**config.mk**
```make
export PLATFORM = sky130hd
export DESIGN_NAME = uart_tx
export DESIGN_NICKNAME = d
export VERILOG_FILES = /design/src/rtl/uart_tx.sv
export SDC_FILE = /design/constraint.sdc
export NUM_CORES = 1
export LEC_CHECK = 0
export BUFFER_PORTS_ARGS = -buffer_cell sky130_fd_sc_hd__buf_2
export CORE_MARGIN = 3
export CORE_UTILIZATION = 55
export CTS_CLUSTER_DIAMETER = 30
export DETAILED_ROUTE_END_ITERATION = 7
export HOLD_SLACK_MARGIN = 0.02
export PLACE_DENSITY_LB_ADDON = 0.15
export RECOVER_POWER = 50
export SLEW_MARGIN = 20
export SYNTH_ARGS = -nofsm -noshare
export SYNTH_HDL_FRONTEND = slang
export SYNTH_SLANG_ARGS = --single-unit
```
**constraint.sdc**
```tcl
create_clock -name clk -period 2.48 [get_ports clk]
set_clock_uncertainty 0.1 [all_clocks]
set_input_delay 0.372 -clock clk [delete_from_list [all_inputs] [get_ports clk]]
set_output_delay 0.372 -clock clk [all_outputs]
set_load 0.02 [all_outputs]
```
**src/rtl/uart_tx.sv**
```systemverilog
// UART transmitter: start bit, DBIT data bits LSB first, optional even
// parity bit, and a stop interval of SB_TICK oversampling ticks. Bit timing
// is driven by a 16x s_tick enable from an external baud-rate generator.
module uart_tx #(
  parameter int DBIT      = 8,
  parameter int SB_TICK   = 16,
  parameter int PARITY_EN = 0
) (
  input  logic       clk,
  input  logic       rst,
  input  logic       s_tick,
  input  logic       tx_start,
  input  logic [7:0] din,
  output logic       tx,
  output logic       tx_busy,
  output logic       tx_done_tick
);

  // Tick counter must hold SB_TICK-1 during the stop interval.
  localparam int SW = (SB_TICK > 16) ? $clog2(SB_TICK) : 4;
  localparam logic [SW-1:0] S_BIT_LAST  = SW'(15);
  localparam logic [SW-1:0] S_STOP_LAST = SW'(SB_TICK - 1);
  localparam logic [2:0]    N_LAST      = 3'(DBIT - 1);

  typedef enum logic [2:0] {
    IDLE   = 3'd0,
    START  = 3'd1,
    DATA   = 3'd2,
    PARITY = 3'd3,
    STOP   = 3'd4
  } state_t;

  state_t        state_q, state_d;
  logic [SW-1:0] s_q, s_d;
  logic [2:0]    n_q, n_d;
  logic [7:0]    b_q, b_d;
  logic          p_q, p_d;
  logic          tx_q, tx_d;
  logic          done_c;

  // State, counters, shift register and line register, all on one edge.
  always_ff @(posedge clk) begin
    if (rst) begin
      state_q <= IDLE;
      s_q     <= '0;
      n_q     <= '0;
      b_q     <= '0;
      p_q     <= 1'b0;
      tx_q    <= 1'b1;
    end else begin
      state_q <= state_d;
      s_q     <= s_d;
      n_q     <= n_d;
      b_q     <= b_d;
      p_q     <= p_d;
      tx_q    <= tx_d;
    end
  end

  // Next-state logic; tx_d is derived from the next state so the line
  // changes on exactly the edge where the state changes.
  always_comb begin
    state_d = state_q;
    s_d     = s_q;
    n_d     = n_q;
    b_d     = b_q;
    p_d     = p_q;
    done_c  = 1'b0;
    tx_d    = 1'b1;

    case (state_q)
      IDLE: begin
        if (tx_start) begin
          b_d     = din;
          s_d     = '0;
          p_d     = ^din[DBIT-1:0];
          state_d = START;
        end
      end
      START: begin
        if (s_tick) begin
          if (s_q == S_BIT_LAST) begin
            s_d     = '0;
            n_d     = '0;
            state_d = DATA;
          end else begin
            s_d = s_q + SW'(1);
          end
        end
      end
      DATA: begin
        if (s_tick) begin
          if (s_q == S_BIT_LAST) begin
            s_d = '0;
            b_d = {1'b0, b_q[7:1]};
            if (n_q == N_LAST) begin
              state_d = (PARITY_EN != 0) ? PARITY : STOP;
            end else begin
              n_d = n_q + 3'd1;
            end
          end else begin
            s_d = s_q + SW'(1);
          end
        end
      end
      PARITY: begin
        if (s_tick) begin
          if (s_q == S_BIT_LAST) begin
            s_d     = '0;
            state_d = STOP;
          end else begin
            s_d = s_q + SW'(1);
          end
        end
      end
      STOP: begin
        if (s_tick) begin
          if (s_q == S_STOP_LAST) begin
            state_d = IDLE;
            done_c  = 1'b1;
          end else begin
            s_d = s_q + SW'(1);
          end
        end
      end
      default: begin
        state_d = IDLE;
      end
    endcase

    case (state_d)
      START:   tx_d = 1'b0;
      DATA:    tx_d = b_d[0];
      PARITY:  tx_d = p_d;
      default: tx_d = 1'b1;
    endcase
  end

  assign tx           = tx_q;
  assign tx_busy      = (state_q != IDLE);
  // A reset in the final stop cycle aborts the frame, so no completion pulse.
  assign tx_done_tick = done_c & ~rst;

endmodule

```
Word-level counts from Yosys, hierarchy flattened
Cells that the tools add are included.

storage, ports and cells
  flip-flop bits (word level) = 20
  input bits = 12
  word-level logic and storage cells = 72

operators by class
  add/subtract/negate cells = 2
  eq/ne operators = 18
  multiplexer cells = 33
  bitwise gates (word level) = 2
  reduce and logical (&&, ||, !) cells = 10

operator list
  kind                   count
  $mux W3                15
  $mux W8                3
  $mux W4                5
  $ne A2 B2 Y1 const B   8
  $pmux W8 S2            1
  $pmux W3 S5            1
  $eq A3 B2 Y1 const B   4
  $pmux W4 S3            1
  $reduce_xor A8 Y1      1
  $eq A3 B1 Y1 const B   2
  $eq A3 B3 Y1 const B   2
  $pmux W3 S2            1
  $reduce_and A6 Y1      1
  $reduce_bool A3 Y1     2
  $mux W1                5
  $reduce_and A5 Y1      1
  $add A4 B1 Y4 const B  1
  $eq A4 B4 Y1 const B   1
  $reduce_and A4 Y1      1
  $reduce_bool A2 Y1     2
  $add A3 B1 Y3 const B  1
  $logic_not A3 Y1       1
  $pmux W1 S3            1
  $reduce_or A3 Y1       1
  3 further kinds        3

Longest topological paths before layout
Gate-level depths: netlist of the first run.

  depth after elaboration = 7
  gate-level depth with buffers = 7
  gate-level depth less buffers = 7

Least setup slack after synthesis of the first run
OpenSTA, ideal clock, no wires.

  path type = register -> register
  start point = register s_q[0]
  end point = register tx_q, in the netlist tx
  data arrival time = 1.592 ns
  path slack = 0.662 ns
  stages on the path, launching flop included = 7
  path buffers = 0
  period minus slack after synthesis = 1.818 ns
  cells stage by stage = dfxtp_1 ha_1 nand4_2 or3b_2 a21o_1 o21ai_1 nand3_1

between the ends
  word-level cells in the longest chain between the ends = 6

RTL lines
  element                                              RTL line  source
  from (decl)                                          34        logic [SW-1:0] s_q, s_d;
  from (signal assigned)                               45        s_q <= '0;
  from (signal assigned)                               52        s_q <= s_d;
  $eq A4 B4 Y1 (*)                                     --
  $mux W3, on equally long branches (2 in a row)       --
  $pmux W3 S5                                          71        case (state_q)
  $eq A3 B2 Y1 / $eq A3 B1 Y1 (equally long branches)  131       case (state_d)
  $pmux W1 S3 (*)                                      131
  to (signal assigned)                                 56        tx_q <= tx_d;
  to (decl)                                            38        logic tx_q, tx_d;

Mark *: on every way between the ends. The rest lies on a longest branch, timed or not. The select of a mux whose other input is x is not followed.
A chain may end at the register's enable or synchronous reset.

Worst setup path after layout of the first run
  start point = register state_q[2]
  end point = register b_q[4]

between the ends
  word-level cells in the longest chain between the ends = 3

RTL lines
  element                                                                     RTL line  source
  from (decl)                                                                 33        state_t state_q, state_d;
  from (signal assigned)                                                      51        state_q <= state_d;
  $eq A3 B2 Y1 / $logic_not A3 Y1 (equally long branches)                     71
  $ne A2 B2 Y1 (no source line) / $reduce_bool A2 Y1 (equally long branches)  --
  $reduce_and A4 Y1 (no source line)                                          --
  to (signal assigned)                                                        47        b_q <= '0;
  to (signal assigned)                                                        54        b_q <= b_d;
  to (decl)                                                                   36        logic [7:0] b_q, b_d;

Parallel ways exist; a longest one is shown, timed or not.

==> results of run 1 <==
final timing paths:
check / start / endpoint / slack [ps]
max: state_q[2] / b_q[4] / 350
min: din[7] / b_q[7] / 240
max reg2reg: state_q[2] / b_q[4] / 350
min reg2reg: b_q[1] / b_q[1] / 360
flip-flops by register name (all words and copies together) (netlist names):
| signal | count |
|---|---|
| s_q | 4 |
| state_q | 3 |
| tx | 1 |
| n_q | 3 |
| b_q | 8 |
| p_q | 1 |
per-layer routing:
layer,part of all wire (%),global-route usage [%]
met5,0,0
met4,0.69,2.691
met3,4.6,5.341
met2,48,31.96
met1,46,21.36
area by class of cell:
| cell class | instances | area share, % |
|---|---|---|
| clock buffers | 3 | 1.952 |
| multi-input cells | 95 | 54.01 |
| flip-flops and latches | 20 | 34.71 |
| well taps | 25 | 2.711 |
| repair buffers | 15 | 6.616 |
synthesized netlist by cell type:
cell type,instances,area (µm²)
ha_1,3,37.54
a31oi_2,1,12.51
nand3_1,3,15.01
a211oi_1,1,7.510
or4b_1,1,10.01
o21ai_0,4,20.02
a21oi_2,1,8.760
clkbuf_8,2,27.53
nor3b_1,2,15.01
or3_1,2,12.51
nor3_1,2,10.01
a21o_1,1,7.510
a31oi_1,1,6.260
xnor2_1,7,61.31
buf_6,2,22.52
nor2b_1,1,6.260
o22a_2,1,10.01
a221o_1,1,10.01
nor4b_1,2,17.52
and2_1,3,18.77
mux2i_1,4,40.04
xor2_1,1,8.760
o21ai_1,2,10.01
and2_2,1,7.510
or3_2,1,7.510
a21oi_1,12,60.06
nor2_1,15,56.30
clkbuf_1,2,7.510
nand4_2,1,12.51
or3b_2,2,17.52
dfxtp_1,20,400.4
or3b_1,2,17.52
a22oi_1,6,45.04
or3b_4,1,11.26
and3b_1,1,8.760
nand2_1,9,33.78
cell families (layout without fill, tap and decap cells):
group | count (synthesis) | after routing | share of synthesized area [%]
compound gates | 31 | 31 | 18.29
mux | 4 | 4 | 3.704
fa+ha+maj | 3 | 3 | 3.473
buf+inv | 6 | 18 | 5.325
flops | 20 | 20 | 37.04
simple gates | 49 | 49 | 25.69
xor+xnor | 8 | 8 | 6.482
per-stage QoR:
step	hold WS [ps]	instance area (µm²)	instances	setup slack [ps]	power, W
floorplan	333.3	1081	121	661.8	0.0004267
global placement	348.4	1139	155	533.2	0.0004504
detailed placement	349.5	1139	155	504.0	0.0004523
CTS	233.3	1161	158	391.5	0.0006001
global route	239.9	1154	158	193.6	0.0006249
finish	235.2	1154	158	346.9	0.0005941
power by group:
part | internal, W | switching (W)
clock network | 0.0000566 | 0.0000936
logic | 0.0000460 | 0.0000514
registers | 0.000336 | 0.0000108
total | 0.000438 | 0.000156
worst register-to-register path, delay by kind of cell (launching register included):
kind                   cells  cell delay (ps)
AND/OR/NAND/NOR            1              950
buffers and inverters      1              300
flip-flops                 1              450
AO/OA/AOI/OAI              2              270
==> flow_summary.ini, run 1 <==
[floorplanning]
io_pins = 15
die_w_um = 50.34
core_um2 = 1783
fp.dieH_um = 50.34
start_util_pct = 60.63
dieArea_um2 = 2534
row_count = 15

[timing]
fmax_mhz = 468.8
hold_viol = 0
slew_headroom_pct = 29.66
drv_slew = 0
fin_tns_setup_ps = 0
setup-violations-final = 0
worstMarginPinSlew_ps = 1041
finalCritPeriodShare_pct = 86.01
min_period_ps = 2133
rsz0062_at_grt = false

[clock_network]
clk_latency_ps = 300
cts_tree = done
cts-root-buf = clkbuf_4
cts-buffers-inserted = 3
ctsResizeCount = 0
holdBufCountCts = 0
cts_max_path_buffers = 2
htreeDepth = 1
clkTransAtPathRegs_ps = 100
cts.sinks = 20
cts_setup_buffers = 0

[worst_setup_path]
cp.arrival_ps = 2260
crit_family = simple AND/OR/NAND/NOR gates
critPathRequiredTime_ps = 2610
r2r_cells = 4
crit_path_end_kind = flip-flop
crit_path_max_incr_delay_ps = 950
cp_cell_sequence = nor4b_1 > buf_4 > a22oi_1 > a21oi_1
critPathKind = flip-flop to flip-flop
crit_buf_inv = 1
cp_slowest_cell = nor4b_1
cp-start-kind = flip-flop
worstPathMaxFanout = 14
crit_cells = 4

[global_route]
grt_max_degree = 21
track_usage_pct = 17.88
grt_pass1_vias = 845
grt_pass1_wl_mm = 3.525
overflow = 0
antenna_found_initial = 0

[finish]
diodes = 0
synthToLayoutAreaGrowth_pct = 6.713
fill_cells = 163
final-seq-area_um2 = 400.4
fin_nets = 150
layout_common_cells = 20 x dfxtp_1, 15 x nor2_1, 13 x buf_2, 12 x a21oi_1, 9 x nand2_1
multi_input_area_um2 = 623.1
drive_gt1_share_pct = 19.55
final_util_pct = 64.70
final_common_cell = dfxtp_1

[yosys]
ys_ff_latch = 20
synthesis.nets = 136
synth_warnings = 0
syn_inst = 121
ys_seq_area_share_pct = 37.04
ys_types = 36
syn-mean-instance-area_um2 = 8.934
synth_area_um2 = 1081

[drt]
drtIter0Drc = 5
wl_mm = 2.029
routedWlPerCell_um = 12.84
dr.pass1.iters = 5
ant_nets = 0
drc_errors = 0
via_count = 892
viasPerCell = 5.646

[placement]
io_buffers = 14
gp_congestion = 0.8842
hpwl_mm = 1.505

[job]
maxCapViolCount = 0

[power]
ir_worst_vdd_mv = 0.3854
power_density_nw_per_um2 = 515.0
p_leak_nw = 0.4305

[status]
status = completed

[hold_path]
min_path_type = input port to flip-flop
hold_depth = 3
Note: power is estimated with default switching activity, not from simulation.
==> run 2, diff against run 1 <==
ABC_AREA = 1   (was unset)
CORE_UTILIZATION = 56   (was 55)
REMOVE_ABC_BUFFERS = 1   (was unset)
==> run 2 against run 1 <==
Final area grew 17%. First-iteration DRC count grew to 5.0 times the previous value. Global-route usage grew 1.1 points. Worst hold slack gained 26 ps. Cell count grew 53%. Non-clock buffer count shrank 1. Die area grew 11%. Setup slack gained 11 ps. Power grew 3.0%. Clock power is essentially flat. Synthesized area grew 15%. Highest routed layer unchanged. Sequential power is essentially flat.
==> flow_summary.ini, run 2 <==
[power]
p_leak_nw = 0.7204
ir_worst_vdd_mv = 0.3241
power_density_nw_per_um2 = 454.9

[clock_network]
ctsResizeCount = 0
htreeDepth = 1
clkTransAtPathRegs_ps = 100
holdBufCountCts = 0
clk_latency_ps = 300
cts.sinks = 20
cts_max_path_buffers = 2
cts-buffers-inserted = 3
cts_tree = done
cts_setup_buffers = 0
cts-root-buf = clkbuf_4

[floorplanning]
row_count = 16
dieArea_um2 = 2820
die_w_um = 53.10
fp.dieH_um = 53.10
io_pins = 15
start_util_pct = 61.45
core_um2 = 2022

[job]
maxCapViolCount = 0

[finish]
final-seq-area_um2 = 400.4
postLayoutCellArea_um2 = 1345
final_common_cell = nand2_1
layout_common_cells = 62 x nand2_1, 33 x inv_1, 25 x nor2_1, 20 x dfxtp_1
diodes = 0
fin_nets = 232
largest_reg_flops = 8
drive_gt1_share_pct = 11.63
top_register = b_q
multi_input_area_um2 = 688.2
fill_cells = 196
synthToLayoutAreaGrowth_pct = 8.258
reg_top3 = b_q: 8 flops, s_q: 4 flops

[timing]
drv_slew = 0
rsz0062_at_grt = false
hold_viol = 0
fin_tns_setup_ps = 0
worstMarginPinSlew_ps = 369.8
setup-violations-final = 0
hold_slack_ps = 261.2
finalCritPeriodShare_pct = 85.58
slew_headroom_pct = 75.25
min_period_ps = 2122
fmax_mhz = 471.2

[placement]
gp_congestion = 0.8228
hpwl_mm = 1.883
io_buffers = 14
dpl_cell_area_um2 = 1339

[worst_setup_path]
cp-start-kind = flip-flop
worstReg2RegEnd = b_q[5]
crit_path_end_kind = output port
cp_slowest_cell = dfxtp_1
r2r_setup_slack_ps = 680
crit_family = simple AND/OR/NAND/NOR gates
cp.arrival_ps = 1650
critPathRequiredTime_ps = 2010
cp_cell_sequence = ha_1 > nand3_1 > nor2_4 > inv_1 > nor3_1 > buf_2
rr_startpoint = s_q[0]
crit_buf_inv = 2
r2r_cells = 8
crit_path_max_incr_delay_ps = 410
worstPathMaxFanout = 6
critPathKind = flip-flop to output port

[drt]
wl_mm = 2.366
drtIter0Drc = 25
routedWlPerCell_um = 9.777
ant_nets = 0
via_count = 1187
viasPerCell = 4.905
drc_errors = 0
dr.pass1.iters = 4

[yosys]
synth_warnings = 0
netlist_top_cells_count = 61 x nand2_1, 31 x inv_1, 24 x nor2_1
synth-compound-area-share_pct = 17.02
synth_top_area_share_pct = 32.23
async_reset_ff_share_pct = 0
ys_seq_area_share_pct = 32.23
synth-main-ff-cell = dfxtp_1
synthSimpleGateAreaFrac_pct = 35.85
synth_xor_area_share_pct = 0.7049
yosys.area.top_type = dfxtp_1
synth_area_um2 = 1242
synth-edff-count = 0
synthMuxAreaShare_pct = 0
ys_ff_latch = 20
syn_inst = 200
synth-adder-area-share_pct = 3.021
syn-mean-instance-area_um2 = 6.212
synthTopCellsByArea = dfxtp_1 32%, nand2_1 18%, inv_1 9.4%
synth_top_family_by_area = simple AND/OR/NAND/NOR gates
synth_most_common_cell = nand2_1
ys_types = 24

[hold_path]
hold_path_startpoint = din[7]
hold_end = b_q[7]
hold_depth = 3
min_path_type = input port to flip-flop

[global_route]
grt_pass1_wl_mm = 4.050
track_usage_pct = 19.02
grt_use_met1_pct = 23.02
overflow = 0
grt_max_degree = 17
grt-busiest-layer = met2
antenna_found_initial = 0
grt_pass1_vias = 1032
use_met3_pct = 2.535
grt_use_met2_pct = 33.47

[status]
status = completed
## run 2: cell count changes after synthesis, sizes merged, moves of 5 or more
cell and change:
o21ai +8, or3b -5, nand3 +5, nand2 +55
xnor2 -6, nor2 +13, inv +35
## run 2: how the worst max path moves through the flow
stage	slack, ps	cells after the start	start	end
floorplan	650	5	s_q[0]	tx_done_tick
finish	360	6	s_q[0]	tx_done_tick
detailed placement	740	6	s_q[0]	tx_done_tick
global placement	770	6	s_q[0]	tx_done_tick
CTS	390	6	s_q[0]	tx_done_tick
global route	180	6	s_q[0]	tx_done_tick
## run 2: area by class of cell
cell class                 count  share of cell area [%]
multi-input combinational    143                   51.16
tap                           27                   2.512
timing repair buffer          14                   5.116
clock buffer                   3                   1.674
sequential                    20                   29.77
inverter                      35                   9.767
## run 2: power by group
group          internal (W)  switching [W]  leakage [nW]
registers          0.000337     0.00000870         0.164
logic             0.0000431      0.0000743         0.543
clock network     0.0000567      0.0000924        0.0138
total              0.000436       0.000175         0.720
## run 2: kinds of logic (layout without fill, tap and decap cells)
| group | Yosys count | in the layout |
|---|---|---|
| adder cells (fa/ha/maj) | 3 | 3 |
| buffers and inverters | 37 | 52 |
| XOR/XNOR | 1 | 1 |
| flip-flops | 20 | 20 |
| AO/OA/AOI/OAI | 35 | 35 |
| AND/OR/NAND/NOR | 104 | 104 |
## run 2: stage by stage
step	util [%]	total power [W]	cells	setup slack, ps
5_1_grt	66.52	0.0006508	242	179.2
3_5_place_dp	66.21	0.0004740	239	736.9
4_1_cts	67.33	0.0006222	242	386.9
6_report	66.52	0.0006119	242	357.7
2_1_floorplan	-	0.0004362	198	654.5
3_3_place_gp	66.21	0.0004688	239	769.6
## run 2: routing by layer
| layer | share of wire (%) | wire (µm) |
|---|---|---|
| met5 | 0 | 0 |
| met2 | 47 | 1105 |
| met1 | 48 | 1127 |
| met3 | 3.9 | 92 |
| met4 | 1.7 | 40 |
## run 2: worst min-delay path, stage by stage
cell and delay, ps:
buf_2 120, nand2_1 60, a21oi_1 60
